==> src/rtl/serial_adder_fsm.sv <==
// Bit-serial adder: computes a + b + cin one bit per clock over WIDTH cycles,
// using a single full-adder cell fed by operand shift registers and a carry flop.
module serial_adder_fsm #(
  parameter int WIDTH = 8
) (
  input  logic             clk,
  input  logic             rst,
  input  logic             start,
  input  logic [WIDTH-1:0] a,
  input  logic [WIDTH-1:0] b,
  input  logic             cin,
  output logic             busy,
  output logic             done,
  output logic [WIDTH-1:0] sum,
  output logic             cout
);

  localparam int CW = (WIDTH > 1) ? $clog2(WIDTH) : 1;
  localparam logic [CW-1:0] LAST = CW'(WIDTH - 1);

  typedef enum logic [1:0] {
    IDLE = 2'd0,
    RUN  = 2'd1,
    DONE = 2'd2
  } state_t;

  state_t state_q, state_d;

  logic [WIDTH-1:0] sa_q, sa_d;
  logic [WIDTH-1:0] sb_q, sb_d;
  logic [WIDTH-1:0] ps_q, ps_d;
  logic [WIDTH-1:0] sum_q, sum_d;
  logic [CW-1:0]    cnt_q, cnt_d;
  logic             cy_q, cy_d;
  logic             cout_q, cout_d;

  logic             bit_s;
  logic             bit_c;
  logic [WIDTH-1:0] ps_shift;

  // Full-adder cell on the current operand LSBs and the registered carry.
  assign bit_s = sa_q[0] ^ sb_q[0] ^ cy_q;
  assign bit_c = (sa_q[0] & sb_q[0]) | (sa_q[0] & cy_q) | (sb_q[0] & cy_q);

  // Written as shift-then-insert so WIDTH=1 needs no special-case slice.
  always_comb begin
    ps_shift            = ps_q >> 1;
    ps_shift[WIDTH-1]   = bit_s;
  end

  always_comb begin
    state_d = state_q;
    sa_d    = sa_q;
    sb_d    = sb_q;
    ps_d    = ps_q;
    cy_d    = cy_q;
    cnt_d   = cnt_q;
    sum_d   = sum_q;
    cout_d  = cout_q;

    case (state_q)
      IDLE: begin
        if (start) begin
          sa_d    = a;
          sb_d    = b;
          cy_d    = cin;
          cnt_d   = '0;
          state_d = RUN;
        end
      end
      RUN: begin
        sa_d  = sa_q >> 1;
        sb_d  = sb_q >> 1;
        ps_d  = ps_shift;
        cy_d  = bit_c;
        cnt_d = cnt_q + CW'(1);
        if (cnt_q == LAST) begin
          sum_d   = ps_shift;
          cout_d  = bit_c;
          state_d = DONE;
        end
      end
      DONE: begin
        state_d = IDLE;
      end
      default: begin
        state_d = IDLE;
      end
    endcase
  end

  always_ff @(posedge clk) begin
    if (rst) begin
      state_q <= IDLE;
      sa_q    <= '0;
      sb_q    <= '0;
      ps_q    <= '0;
      cy_q    <= 1'b0;
      cnt_q   <= '0;
      sum_q   <= '0;
      cout_q  <= 1'b0;
    end else begin
      state_q <= state_d;
      sa_q    <= sa_d;
      sb_q    <= sb_d;
      ps_q    <= ps_d;
      cy_q    <= cy_d;
      cnt_q   <= cnt_d;
      sum_q   <= sum_d;
      cout_q  <= cout_d;
    end
  end

  assign busy = (state_q != IDLE);
  assign done = (state_q == DONE);
  assign sum  = sum_q;
  assign cout = cout_q;

endmodule

==> config.mk <==
export PLATFORM = sky130hd
export DESIGN_NAME = serial_adder_fsm
export DESIGN_NICKNAME = d
export VERILOG_FILES = /design/src/rtl/serial_adder_fsm.sv
export SDC_FILE = /design/constraint.sdc
export NUM_CORES = 1
export LEC_CHECK = 0
export BUFFER_PORTS_ARGS = -buffer_cell sky130_fd_sc_hd__buf_2
export CAP_MARGIN = 0
export CORE_MARGIN = 10
export CORE_UTILIZATION = 35
export CTS_BUF_LIST = sky130_fd_sc_hd__clkbuf_8
export CTS_CLUSTER_SIZE = 8
export DETAILED_ROUTE_END_ITERATION = 16
export HOLD_SLACK_MARGIN = 0.03
export PLACE_DENSITY = 0.58
export SYNTH_ARGS = -nofsm -noshare
export SYNTH_HDL_FRONTEND = slang
export SYNTH_SLANG_ARGS = --single-unit
==> constraint.sdc <==
create_clock -name clk -period 2.25 [get_ports clk]
set_input_delay 0.225 -clock clk [delete_from_list [all_inputs] [get_ports clk]]
set_output_delay 0.225 -clock clk [all_outputs]
set_load 0.01 [all_outputs]
==> reports/metrics.cfg <==
[logic_synthesis]
syn_nets=195
synth.area.top_cells=dfxtp_1 47%, o221a_1 7.0%, a21oi_1 6.2%
yosys_warnings=0
postSynthAreaPerCell_sq_um=9.37
ys_seq_elements=38
yosysSeqAreaShare=0.472
yosysUniqueCellTypes=26
synth_largest_area_cell=dfxtp_1
synth_cells=172
synth.top_cell.area_share=0.472
synth_area_sq_um=1610

[sta]
slew_violations=0
tns_ns=0
hold_ws_ns=0.178
clock_skew_ns=0.00928
rsz0062_at_grt=false
setup_viol=0
timing_hold_violations_final=0
clock.fmax_mhz=624
worstMarginPinSlew_ns=0.804
final.min_clock_period_ns=1.60
slew_headroom=0.464
fin_ws_ns=0.647
period_share=0.713

[clock_network]
clk_latency_ns=0.29
cts_buffers=5
cts_tree=yes
clock_sinks=38
cts_root_buf=clkbuf_8
post_cts_buffers=0
cts.htree.levels=2
path_clk_slew_ns=0.07
holdBufCountCts=0
clockBufferDepth=2
cts_resized=0

[floorplanning]
coreArea_sq_um=4410
die_width_um=87.9
die_y_um=87.9
die_area_sq_um=7720
std_cell_rows=24
initial_core_util=0.365
io_pins=31

[global_routing]
grt_pass1_wl_um=5740
grt_pass1_vias=1218
grt_start_max_net_pins=39
grt.total_usage=0.0919
antenna_found_initial=0
overflow=0

[pwr]
vdd_drop_max_mv=0.287
power_density_nw_per_um2=714
p_leak_nw=0.726

[critical_path]
end_kind=register
start_kind=register
criticalPathCategory=register to register
crit_chain=ha_1 > ha_1 > nand3b_1 > nand2_1 > a21oi_1
crit_required_ns=2.38
cp_common_cell=ha_1
cp_slowest_stage_delay_ns=0.38
worst_path_max_delay_cell=ha_1
crit_arrival_ns=1.73
critPathMaxFanout=11

[placement]
dp_hpwl_um=2320
gp_congestion=0.694
placed_area_sq_um=1740
io_buffers=30
place_ws_ns=0.647

[route]
top_layer_used=met4
dr_wl_met3_um=173
wl_met2_um=1460
avgRoutedWirePerCell_um=13.3
drt-pass1-iter-count=4
vias=1205
finalWirelength_um=3330
first_iter_violations=68
ant_nets=0
drc=0
drt-met1-wl_um=1630
drt-vias-per-instance=4.82

[final_layout]
drive_above_1_share=0.293
final_area_sq_um=1820
diodes=0
nNetsFinal=221
area_growth_syn_to_layout_pct=13.0

[flow_run]
maxCapViolations=0

[min_path]
hold_path_class=input pin to register

[status]
status=completed

[power breakdown]
group / leakage [nW] / internal, W / switching, W
clock network: 0.0438 / 0.000208 / 0.000227
registers: 0.311 / 0.000705 / 0.0000216
logic: 0.371 / 0.0000634 / 0.0000765
total: 0.726 / 0.000976 / 0.000325
[worst paths after layout]
| kind | startpoint | end | slack [ns] | cells after the start |
|---|---|---|---|---|
| max | cnt_q[0] | sum[3] | 0.65 | 5 |
| min | b[7] | sb_q[7] | 0.18 | 3 |
| max reg2reg | cnt_q[0] | sum[3] | 0.65 | 5 |
| min reg2reg | sum[6] | sum[6] | 0.45 | 2 |
[cells in the final DEF (no fill, tap or decap)]
master    instances
a21oi_1          20
a21oi_2          11
a22oi_1           4
buf_2            30
buf_4             2
clkbuf_8          5
clkinv_2          2
dfxtp_1          38
fa_1              1
ha_1              2
inv_1            17
mux2i_1           2
nand2_1          24
nand2b_1          1
nand3_1           9
nand3b_1          1
nor2_1            7
nor2_2            2
nor2b_1           1
nor2b_4           1
nor3_1            1
nor3b_1           1
o21bai_1          1
o221a_1          10
o221a_2           5
[cell usage after synthesis (all sizes together)]
master and count:
clkbuf 3, buf 10, mux2i 2, nor2 9, nor3b 1, nand3 9, nor2b 2, dfxtp 38
fa 1, nand2b 1, a21oi 31, nand3b 1, a22oi 4, ha 2, inv 17, nand2 24
nor3 1, o221a 15, o21bai 1
[logic make-up after synthesis]
group                      share of synthesized area
AOI/OAI and AO/OA                              0.250
and+or+nand+nor                                0.137
DFF                                            0.472
buffers and inverters                          0.101
adders and majority gates                     0.0279
muxes                                         0.0124
[registers in the layout (all words and copies together) (netlist names)]
| register | cells |
|---|---|
| cy_q | 1 |
| ps_q | 7 |
| cout | 1 |
| sb_q | 8 |
| sum | 8 |
| sa_q | 8 |
| cnt_q | 3 |
| state_q | 2 |
[cell type report]
type | count | area [sq um]
Multi-Input combinational cell | 104 | 688
Tap cell | 52 | 65.1
Clock inverter | 2 | 10.0
Timing Repair Buffer | 32 | 165
Sequential cell | 38 | 761
Inverter | 17 | 63.8
Clock buffer | 5 | 68.8
Fill cell | 464 | 2590
[stage by stage]
step | instances | util | power, W
2_1_floorplan | 172 | - | 0.000852
3_3_place_gp | 243 | 0.395 | 0.000882
3_5_place_dp | 243 | 0.395 | 0.000883
4_1_cts | 250 | 0.413 | 0.00132
5_1_grt | 250 | 0.413 | 0.00137
6_report | 250 | 0.413 | 0.00130
[per-layer routing]
metal	GRT usage	vias up
li1	-	637
met1	0.113	542
met2	0.138	19
met3	0.0353	7
met4	0.0449	0
met5	0	-
[worst max-delay path, delay by kind of cell, from the launching register on]
| kind | cells | cell delay, ns |
|---|---|---|
| adder cells (fa/ha/maj) | 2 | 0.53 |
| flip-flops | 1 | 0.35 |
| AND/OR/NAND/NOR | 2 | 0.50 |
| AO/OA/AOI/OAI | 1 | 0.07 |
Note: power is estimated with default switching activity, not from simulation.
